**src/rtl/seq_signed_div.sv**
```systemverilog
// seq_signed_div: sequential restoring signed divider, one quotient bit per clock
// Ports: clk, rst_n (async, active-low); start/a[N]/b[M] request and operands;
//        busy/done handshake; q[N] quotient (toward zero), r[M] remainder (sign of a);
//        dz divide-by-zero, ovf quotient overflow (-2^(N-1) / -1).
// Build option: define DIV_EARLY_OUT_EN to finish in one step when |a| < |b|.
module seq_signed_div #(
   parameter int N = 8,
   parameter int M = 4
) (
   input  logic         clk,
   input  logic         rst_n,
   input  logic         start,
   input  logic [N-1:0] a,
   input  logic [M-1:0] b,
   output logic         busy,
   output logic         done,
   output logic [N-1:0] q,
   output logic [M-1:0] r,
   output logic         dz,
   output logic         ovf
);
   localparam int CW = $clog2(N);
   typedef enum logic [1:0] {IDLE, CALC, FIX, DONE} state_t;
   state_t        state_q, state_d;
   logic [CW-1:0] cnt_q, cnt_d;
   logic [N-1:0]  a_q, a_d, dvd_q, dvd_d, q_q, q_d;
   logic [M-1:0]  b_q, b_d, bm_q, bm_d, r_q, r_d;
   logic [M:0]    rem_q, rem_d, rem_sh;
   logic [M+1:0]  diff;
   logic          dz_q, dz_d, ovf_q, ovf_d, early;
   // dvd_q starts as |a| and shifts left; quotient bits enter at the LSB,
   // so after N steps it holds the unsigned quotient.
`ifdef DIV_EARLY_OUT_EN
   assign early = (cnt_q == '0) && (dvd_q < N'(bm_q));
`else
   assign early = 1'b0;
`endif
   always_comb begin
      state_d = state_q;
      cnt_d   = cnt_q;
      a_d     = a_q;
      b_d     = b_q;
      dvd_d   = dvd_q;
      bm_d    = bm_q;
      rem_d   = rem_q;
      q_d     = q_q;
      r_d     = r_q;
      dz_d    = dz_q;
      ovf_d   = ovf_q;
      rem_sh  = {rem_q[M-1:0], dvd_q[N-1]};
      diff    = {1'b0, rem_sh} - {2'b00, bm_q};
      if (start && (state_q == IDLE || state_q == DONE)) begin
         a_d     = a;
         b_d     = b;
         dvd_d   = a[N-1] ? -a : a;
         bm_d    = b[M-1] ? -b : b;
         rem_d   = '0;
         cnt_d   = '0;
         dz_d    = 1'b0;
         ovf_d   = 1'b0;
         state_d = CALC;
      end else if (state_q == CALC) begin
         if (bm_q == '0) begin
            q_d     = '0;
            r_d     = '0;
            dz_d    = 1'b1;
            state_d = DONE;
         end else if (early) begin
            q_d     = '0;
            r_d     = a_q[M-1:0];
            state_d = DONE;
         end else begin
            rem_d   = diff[M+1] ? rem_sh : diff[M:0];
            dvd_d   = {dvd_q[N-2:0], ~diff[M+1]};
            cnt_d   = cnt_q + 1'b1;
            state_d = (cnt_q == CW'(N-1)) ? FIX : CALC;
         end
      end else if (state_q == FIX) begin
         // -2^(N-1) / -1 yields magnitude 2^(N-1), which already wraps to the required pattern
         q_d     = (a_q[N-1] ^ b_q[M-1]) ? -dvd_q : dvd_q;
         r_d     = a_q[N-1] ? -rem_q[M-1:0] : rem_q[M-1:0];
         ovf_d   = (a_q == {1'b1, {(N-1){1'b0}}}) && (b_q == {M{1'b1}});
         state_d = DONE;
      end else if (state_q == DONE) begin
         state_d = IDLE;
      end
   end
   always_ff @(posedge clk or negedge rst_n) begin
      if (!rst_n) begin
         state_q <= IDLE;
         cnt_q   <= '0;
         a_q     <= '0;
         b_q     <= '0;
         dvd_q   <= '0;
         bm_q    <= '0;
         rem_q   <= '0;
         q_q     <= '0;
         r_q     <= '0;
         dz_q    <= 1'b0;
         ovf_q   <= 1'b0;
      end else begin
         state_q <= state_d;
         cnt_q   <= cnt_d;
         a_q     <= a_d;
         b_q     <= b_d;
         dvd_q   <= dvd_d;
         bm_q    <= bm_d;
         rem_q   <= rem_d;
         q_q     <= q_d;
         r_q     <= r_d;
         dz_q    <= dz_d;
         ovf_q   <= ovf_d;
      end
   end
   assign busy = (state_q == CALC) || (state_q == FIX);
   assign done = (state_q == DONE);
   assign q    = q_q;
   assign r    = r_q;
   assign dz   = dz_q;
   assign ovf  = ovf_q;
endmodule

```
**config.mk**
```make
export PLATFORM = sky130hd
export DESIGN_NAME = seq_signed_div
export DESIGN_NICKNAME = d
export VERILOG_FILES = /design/src/rtl/seq_signed_div.sv
export SDC_FILE = /design/constraint.sdc
export NUM_CORES = 1
export LEC_CHECK = 0
export CAP_MARGIN = 25
export CORE_ASPECT_RATIO = 0.6
export CORE_MARGIN = 10
export CORE_UTILIZATION = 60
export DETAILED_ROUTE_END_ITERATION = 12
export DONT_BUFFER_PORTS = 1
export GPL_TIMING_DRIVEN = 0
export PLACE_DENSITY_LB_ADDON = 0.08
export SLEW_MARGIN = 20
export SYNTH_ARGS = -nofsm -noshare
export SYNTH_HDL_FRONTEND = slang
export SYNTH_SLANG_ARGS = --single-unit
export TNS_END_PERCENT = 1
```
**constraint.sdc**
```tcl
create_clock -name clk -period 5 [get_ports clk]
set_input_delay 0.25 -clock clk [delete_from_list [all_inputs] [get_ports clk]]
set_output_delay 0.25 -clock clk [all_outputs]
set_load 0.1 [all_outputs]
```
==> impl_metrics.env, run 1 <==
export IMPL_setup_violations=0
export IMPL_final_nets=320
export IMPL_numCtsBuffers=5
export IMPL_firstDrtPassIters=5
export IMPL_ioPinCount=31
export IMPL_grt_pass1_vias=1952
export IMPL_finClkSkew_ns=0.00471
export IMPL_core_rowCount=18
export IMPL_vias_per_cell=5.77
export IMPL_hold_viol_final=0
export IMPL_core_region_area_um2=4120
export IMPL_wl_per_cell_um=16.9
export IMPL_critPathCaptureType="flop"
export IMPL_yosysSeqAreaShare=0.446
export IMPL_grt_pass1_wl_mm=10.4
export IMPL_gr_usage_all_layers=0.169
export IMPL_place_area_um2=2660
export IMPL_place_congestion=0.932
export IMPL_antenna_found_initial=0
export IMPL_die_w_um=105
export IMPL_num_antenna_cells=0
export IMPL_die_area_um2=7410
export IMPL_tns_ns=0
export IMPL_crit_path_start_kind="flop"
export IMPL_cts_buffer_depth=2
export IMPL_min_period_ns=2.15
export IMPL_max_freq_mhz=464
export IMPL_synth_largest_area_cell="dfrtp_1"
export IMPL_cts_tree="yes"
export IMPL_synth_ff_type="dfrtp_1"
export IMPL_placedCellCount=342
export IMPL_cts_resized=0
export IMPL_hpwl_mm=4.38
export IMPL_vias=2031
export IMPL_avgSynthCellArea_um2=9.15
export IMPL_finalMaxSlewViolations=0
export IMPL_slew_headroom=0.306
export IMPL_hold_class="input pin to flop"
export IMPL_initialDrtViolationCount=128
export IMPL_clock_latency_ns=0.30
export IMPL_cap_violations=0
export IMPL_port_buffers=0
export IMPL_drive_gt1_frac=0.0788
export IMPL_clk_pin_slew_worst_paths_ns=0.08
export IMPL_grt_max_degree=47
export IMPL_routed_wl_mm=5.94
export IMPL_start_util=0.626
export IMPL_syn_num_nets=311
export IMPL_critical_path_arrival_ns=2.39
export IMPL_stdcell_count=352
export IMPL_worst_path_max_fanout=4
export IMPL_synth_warnings=0
export IMPL_netlist_top_cells_area="dfrtp_1 (45%), nand2_1 (9.0%), ha_1 (6.3%)"
export IMPL_dieHeight_um=70.8
export IMPL_drc=0
export IMPL_rsz0062_at_grt="no"
export IMPL_final_cell_area_um2=2800
export IMPL_tightest_slew_ns=1.04
export IMPL_finalCritPeriodShare=0.431
export IMPL_synth_top_area_frac=0.446
export IMPL_grt_overflow=0
export IMPL_cp_required_ns=5.24
export IMPL_syn_area_um2=2580
export IMPL_cts_root_buf="clkbuf_8"
export IMPL_htreeDepth=2
export IMPL_antenna_left=0
export IMPL_timing_hold_ws_ns=0.0315
export IMPL_synthToLayoutAreaGrowth_pct=8.63
export IMPL_ys_types=47
export IMPL_async_flop_share=1.00
export IMPL_ys_ff_latch=46
export IMPL_clock_sinks=46
export IMPL_syn_inst=282
export IMPL_status="finished, final reports clean"
export IMPL_crit_type="flop to flop"
export IMPL_synth_edf_count=0
[critical path, cell delays in order (launching register included)]
cell	delay (ns)
dfrtp_1	0.40
inv_1	0.06
ha_1	0.33
inv_1	0.65
nor2_1	0.21
a211oi_1	0.32
a211o_1	0.14
[synthesized netlist by cell type (2+ instances only)]
library cell,number
buf_2,3
a21oi_1,9
nand2_1,62
ha_1,13
buf_6,2
nor4_1,4
or2_2,3
clkbuf_1,8
xor2_1,5
mux2i_1,4
a22oi_1,2
a31oi_1,6
xnor2_1,12
nor3_1,6
nand4_1,2
dfrtp_1,46
o31ai_1,5
o21ai_0,26
nand3_1,2
o221ai_1,2
nor2b_1,5
mux2_2,3
inv_1,15
nor2_1,14
[stage by stage]
stage,worst slack (ns),util
6_report,2.85,0.680
5_1_grt,2.76,0.680
4_1_cts,2.87,0.680
3_5_place_dp,2.89,0.645
3_3_place_gp,2.87,0.645
2_1_floorplan,3.03,-
[cell type report]
type / instances / area, um2
clock buffer: 6 / 72.6
clock inverter: 2 / 37.5
fill: 345 / 1320
inverter: 15 / 56.3
tap: 60 / 75.1
timing repair buffer: 2 / 37.5
sequential: 46 / 1150
buffer: 14 / 81.3
multi-input combinational: 207 / 1290
[final timing paths]
path                       depth (start not counted)  slack (ns)                    from                endpoint
min in group asynchronous                          2        0.43                   rst_n     bm_q[1]$_DFFE_PN0P_
setup / recovery                                   6        2.85  state_q[0]$_DFFE_PN0P_  state_q[0]$_DFFE_PN0P_
hold reg to reg                                    2        0.49      b_q[2]$_DFFE_PN0P_      b_q[2]$_DFFE_PN0P_
setup reg to reg                                   6        2.85  state_q[0]$_DFFE_PN0P_  state_q[0]$_DFFE_PN0P_
hold / removal                                     1        0.03                   start  state_q[1]$_DFFE_PN0P_
max in group asynchronous                          2        4.34                   rst_n      a_q[2]$_DFFE_PN0P_
[cell usage in the layout, fill, tap and decap left out, types with 2 or more instances in the layout]
master    count
nand2_1      62
dfrtp_1      46
o21ai_0      26
inv_1        15
nor2_1       14
ha_1         13
xnor2_1      12
clkbuf_1      9
a21oi_1       9
nor3_1        6
a31oi_1       6
clkbuf_8      6
o31ai_1       5
xor2_1        5
nor2b_1       5
nor4_1        4
mux2i_1       4
buf_2         3
or2_2         3
mux2_2        3
a22oi_1       2
buf_6         2
nand4_1       2
o221ai_1      2
nand3_1       2
[kinds of logic after synthesis]
family | count (synthesis) | synth area share
AND/OR/NAND/NOR | 104 | 0.177
multiplexers | 7 | 0.0286
flip-flops | 46 | 0.446
XOR/XNOR | 17 | 0.0577
adder cells (fa/ha/maj) | 14 | 0.0708
AO/OA/AOI/OAI | 65 | 0.166
buffers and inverters | 29 | 0.0533
[state kept, by name (all words and copies together) (netlist names)]
register and flops:
q 8, dz 1, state_q 2, dvd_q 8, b_q 4, cnt_q 3
rem_q 4, bm_q 3, r 4, ovf 1, a_q 8
[timing repair]
action,CTS,global route
buffers inserted,0,0
endpoints found under the hold margin,46,0
hold buffers,2,0
[layer usage]
metal,share of wire,vias up,global-route usage
li1,-,992,-
met1,0.49,955,0.259
met3,0.12,2,0.0759
met5,0,-,0
met2,0.39,82,0.211
met4,0.0029,0,0.0197
Power of run 1 is left out: the tool's default activity adds up to more than one toggle a clock period on the data nets, which glitch-free logic cannot reach.
==> inputs of run 2 (changes only) <==
==> constraint.sdc (replaced) <==
create_clock -name clk -period 2.1 [get_ports clk]
set_input_delay 0.105 -clock clk [delete_from_list [all_inputs] [get_ports clk]]
set_output_delay 0.105 -clock clk [all_outputs]
set_load 0.1 [all_outputs]
==> impl_metrics.env, run 2 (synthesized netlist as in run 1, its figures left out) <==
export IMPL_status="finished, final reports clean"
export IMPL_wl_per_cell_um=16.9
export IMPL_rsz0062_at_grt="no"
export IMPL_wl_met2_mm=2.35
export IMPL_hold_class="input pin to flop"
export IMPL_htreeDepth=2
export IMPL_critical_path_top_delay_family="adder cells"
export IMPL_grt_pass1_wl_mm=10.7
export IMPL_cp_required_ns=2.28
export IMPL_cap_violations=0
export IMPL_fillerInstances=323
export IMPL_r2r_start="state_q[1]$_DFFE_PN0P_"
export IMPL_critical_path_arrival_ns=2.15
export IMPL_ioPinCount=31
export IMPL_final_nets=330
export IMPL_clock_latency_ns=0.30
export IMPL_crit_type="flop to flop"
export IMPL_core_region_area_um2=4120
export IMPL_slew_headroom=0.253
export IMPL_crit_path_start_kind="flop"
export IMPL_rr_endpoint="state_q[1]$_DFFE_PN0P_"
export IMPL_antenna_found_initial=0
export IMPL_clock_sinks=46
export IMPL_vias_per_cell=5.69
export IMPL_routed_wl_mm=6.14
export IMPL_grt_max_degree=47
export IMPL_antenna_left=0
export IMPL_finalCritPeriodShare=0.938
export IMPL_hold_viol_final=0
export IMPL_path_cells="ha_1, nor2_4, a22oi_1, o2bb2ai_1"
export IMPL_initialDrtViolationCount=91
export IMPL_hold_path_startpoint="a[6]"
export IMPL_tightest_slew_ns=1.12
export IMPL_worst_path_max_fanout=4
export IMPL_vias=2061
export IMPL_fin_util=0.711
export IMPL_cpPeakStageDelay_ns=0.94
export IMPL_start_util=0.626
export IMPL_drive_gt1_frac=0.0927
export IMPL_top_layer_used="met4"
export IMPL_num_antenna_cells=0
export IMPL_final_cell_mix="nand2_1 (62), dfrtp_1 (45), o21ai_0 (26)"
export IMPL_met1_length_mm=3.16
export IMPL_reg2reg_slack_ns=0.13
export IMPL_die_w_um=105
export IMPL_clk_pin_slew_worst_paths_ns=0.09
export IMPL_port_buffers=0
export IMPL_cts_root_buf="clkbuf_8"
export IMPL_met3_length_um=573
export IMPL_place_congestion=0.932
export IMPL_cp_num_buf_inv=0
export IMPL_min_to="dvd_q[6]$_DFFE_PN0P_"
export IMPL_cts_buffer_depth=2
export IMPL_grt_pass1_vias=2018
export IMPL_die_area_um2=7410
export IMPL_r2r_cells=4
export IMPL_firstDrtPassIters=4
export IMPL_dieHeight_um=70.8
export IMPL_numCtsBuffers=5
export IMPL_drc=0
export IMPL_cp_slowest_cell="ha_1"
export IMPL_setup_violations=0
export IMPL_synthToLayoutAreaGrowth_pct=13.6
export IMPL_grt_overflow=0
export IMPL_finalMaxSlewViolations=0
export IMPL_max_freq_mhz=508
export IMPL_finClkSkew_ns=0.00461
export IMPL_layout_commonest_cell="nand2_1"
export IMPL_cts_tree="yes"
export IMPL_gr_usage_all_layers=0.174
export IMPL_critPathCaptureType="flop"
export IMPL_core_rowCount=18
export IMPL_hold_depth=2
export IMPL_hpwl_mm=4.38
export IMPL_min_period_ns=1.97
==> run 2: area by class of cell <==
class	instances	area, um2	share of cell area
multi-input cells	207	1310	0.448
flip-flops and latches	46	1150	0.393
repair buffers	12	138	0.0469
plain buffers	14	82.6	0.0282
well taps	60	75.1	0.0256
clock buffers	6	72.6	0.0248
inverters	15	60.1	0.0205
clock inverters	2	37.5	0.0128
==> run 2: what timing repair did <==
| action | 4_1_cts | 5_1_grt |
|---|---|---|
| endpoints found under the hold margin | 59 | 0 |
| resized for setup | 2 | 6 |
| endpoints found under the setup margin | 1 | 9 |
| hold buffers | 12 | 0 |
| setup buffers | 0 | 0 |
| pin swaps | 0 | 1 |
==> run 2: worst max-delay path by stage <==
stage / start / cells after the start / slack (ns) / endpoint
2_1_floorplan: state_q[0]$_DFFE_PN0P_ / 5 / 0.13 / state_q[0]$_DFFE_PN0P_
3_3_place_gp: state_q[0]$_DFFE_PN0P_ / 6 / -0.03 / state_q[0]$_DFFE_PN0P_
3_5_place_dp: state_q[0]$_DFFE_PN0P_ / 6 / -0.01 / state_q[0]$_DFFE_PN0P_
4_1_cts: state_q[0]$_DFFE_PN0P_ / 6 / 0.03 / state_q[0]$_DFFE_PN0P_
5_1_grt: state_q[1]$_DFFE_PN0P_ / 8 / 0.01 / q[4]$_DFFE_PN0P_
6_report: state_q[1]$_DFFE_PN0P_ / 4 / 0.13 / state_q[1]$_DFFE_PN0P_
==> run 2: metal layers <==
| layer | up-vias | track usage |
|---|---|---|
| met5 | - | 0 |
| met4 | 0 | 0.0227 |
| met3 | 6 | 0.0741 |
| met2 | 72 | 0.221 |
| met1 | 969 | 0.267 |
| li1 | 1014 | - |
==> run 2: per-stage QoR <==
stage	std cells	worst slack [ns]	setup TNS (ns)	hold WS [ns]	cell area, um2
6_report	362	0.130	0	0.00785	2930
5_1_grt	362	0.0137	0	0.0186	2930
4_1_cts	362	0.0288	0	0.00962	2910
3_5_place_dp	342	-0.0149	-0.0149	-0.189	2660
3_3_place_gp	342	-0.0341	-0.0341	-0.189	2660
2_1_floorplan	282	0.133	0	-0.191	2580
Power of run 2 is left out for the same reason.
==> inputs of run 3 (changes only) <==
--- a/config.mk
+++ b/config.mk
@@ -5,14 +5,16 @@
 export SDC_FILE = /design/constraint.sdc
 export NUM_CORES = 1
 export LEC_CHECK = 0
+export ABC_CLOCK_PERIOD_IN_PS = 2100
 export CAP_MARGIN = 25
 export CORE_ASPECT_RATIO = 0.6
 export CORE_MARGIN = 10
 export CORE_UTILIZATION = 60
 export DETAILED_ROUTE_END_ITERATION = 12
 export DONT_BUFFER_PORTS = 1
+export GPL_ROUTABILITY_DRIVEN = 0
 export GPL_TIMING_DRIVEN = 0
-export PLACE_DENSITY_LB_ADDON = 0.08
+export PLACE_DENSITY = 0.78
 export SLEW_MARGIN = 20
 export SYNTH_ARGS = -nofsm -noshare
 export SYNTH_HDL_FRONTEND = slang
==> impl_metrics.env, run 3 (synthesized netlist as in run 1, its figures left out) <==
export IMPL_status="finished, final reports clean"
export IMPL_core_region_area_um2=4120
export IMPL_min_to="a_q[1]$_DFFE_PN0P_"
export IMPL_num_antenna_cells=0
export IMPL_grtUsageMet2=0.246
export IMPL_busiest_layer="met1"
export IMPL_cts_tree="yes"
export IMPL_die_area_um2=7410
export IMPL_core_rowCount=18
export IMPL_grt_pass1_wl_mm=10.6
export IMPL_clock_latency_ns=0.30
export IMPL_routed_wl_mm=6.22
export IMPL_gr_usage_all_layers=0.175
export IMPL_dieHeight_um=70.8
export IMPL_drc=0
export IMPL_hold_class="input pin to flop"
export IMPL_cts_root_buf="clkbuf_8"
export IMPL_finalCritPeriodShare=0.969
export IMPL_wl_per_cell_um=17.2
export IMPL_antenna_left=0
export IMPL_htreeDepth=2
export IMPL_min_period_ns=2.04
export IMPL_layout_commonest_cell="nand2_1"
export IMPL_ioPinCount=31
export IMPL_use_met3=0.0588
export IMPL_firstDrtPassIters=4
export IMPL_setup_violations=0
export IMPL_die_w_um=105
export IMPL_port_buffers=0
export IMPL_critical_path_arrival_ns=2.22
export IMPL_final_cell_mix="nand2_1 (62), dfrtp_1 (45), o21ai_0 (26)"
export IMPL_finalMaxSlewViolations=0
export IMPL_slew_headroom=0.262
export IMPL_grt_pass1_vias=2027
export IMPL_rsz0062_at_grt="yes"
export IMPL_initialDrtViolationCount=137
export IMPL_cp_required_ns=2.29
export IMPL_final_cell_area_um2=2930
export IMPL_finClkSkew_ns=0.00256
export IMPL_reg2reg_slack_ns=0.06
export IMPL_start_util=0.626
export IMPL_hold_depth=2
export IMPL_hold_viol_final=0
export IMPL_vias_per_cell=5.90
export IMPL_r2r_cells=6
export IMPL_tightest_slew_ns=1.11
export IMPL_r2r_start="bm_q[2]$_DFFE_PN0P_"
export IMPL_clk_pin_slew_worst_paths_ns=0.08
export IMPL_clock_sinks=46
export IMPL_cts_buffer_depth=2
export IMPL_crit_path_start_kind="flop"
export IMPL_worst_path_max_fanout=4
export IMPL_synthToLayoutAreaGrowth_pct=13.4
export IMPL_grt_met1_usage=0.249
export IMPL_post_cts_buffers=0
export IMPL_crit_type="flop to flop"
export IMPL_numCtsBuffers=5
export IMPL_hpwl_mm=4.53
export IMPL_final_nets=330
export IMPL_drive_gt1_frac=0.0861
export IMPL_grt_overflow=0
export IMPL_fin_util=0.710
export IMPL_hold_path_startpoint="a[1]"
export IMPL_cap_violations=0
export IMPL_rr_endpoint="rem_q[1]$_DFFE_PN0P_"
export IMPL_critPathCaptureType="flop"
export IMPL_antenna_found_initial=0
export IMPL_grt_max_degree=47
export IMPL_place_area_um2=2660
export IMPL_vias=2135
export IMPL_max_freq_mhz=491
-- run 3: cell types whose count changed in the layout (fill, tap and decap cells not counted) --
| cell | before | now |
|---|---|---|
| clkbuf_1 | 8 | 10 |
| clkbuf_2 | 1 | 0 |
| clkinvlp_4 | 2 | 1 |
-- run 3: timing repair --
item / 4_1_cts / 5_1_grt
gates cloned: 0 / 0
resized for setup: 3 / 3
hold buffers: 12 / 0
endpoints found under the setup margin: 3 / 5
hold endpoints to repair: 59 / 0
pin swaps: 0 / 1
-- run 3: layout make-up --
class | instances | area [um2]
plain buffers | 14 | 81.3
multi-input cells | 207 | 1310
repair buffers | 12 | 138
clock buffers | 7 | 76.3
inverters | 15 | 60.1
flip-flops and latches | 46 | 1150
fillers | 330 | 1190
well taps | 60 | 75.1
clock inverters | 1 | 30.0
-- run 3: worst max-delay path, stage by stage (launching register included) --
cell,delay (ns)
dfrtp_1,0.45
inv_1,0.08
ha_1,0.23
or2_2,0.31
o221ai_1,0.33
a2111oi_1,0.16
a311o_1,0.36
-- run 3: metrics by stage --
stage	hold WS, ns	TNS (ns)	setup WS, ns	instances
floorplan	-0.191	0	0.133	282
global placement	-0.189	0	0.0270	342
detailed placement	-0.189	-0.00604	-0.00604	342
CTS	0.000283	0	0.0205	362
global route	0.00738	-0.0653	-0.0237	362
finish	0.00155	0	0.0641	362
-- run 3: layer usage --
layer,share of wire,routed length (um),vias to the layer above
met1,0.47,2940,1022
li1,-,-,1011
met4,0.011,68,0
met5,0,0,-
met3,0.11,671,7
met2,0.41,2540,95
-- run 3: worst max path at each step --
stage,from,cells past startpoint,slack [ns],to
2_1_floorplan,state_q[0]$_DFFE_PN0P_,5,0.13,state_q[0]$_DFFE_PN0P_
3_3_place_gp,state_q[0]$_DFFE_PN0P_,5,0.03,state_q[0]$_DFFE_PN0P_
3_5_place_dp,state_q[0]$_DFFE_PN0P_,6,-0.006,state_q[0]$_DFFE_PN0P_
4_1_cts,state_q[0]$_DFFE_PN0P_,6,0.02,state_q[0]$_DFFE_PN0P_
5_1_grt,state_q[1]$_DFFE_PN0P_,8,-0.02,q[3]$_DFFE_PN0P_
6_report,bm_q[2]$_DFFE_PN0P_,6,0.06,rem_q[1]$_DFFE_PN0P_
Power of run 3 is left out for the same reason.
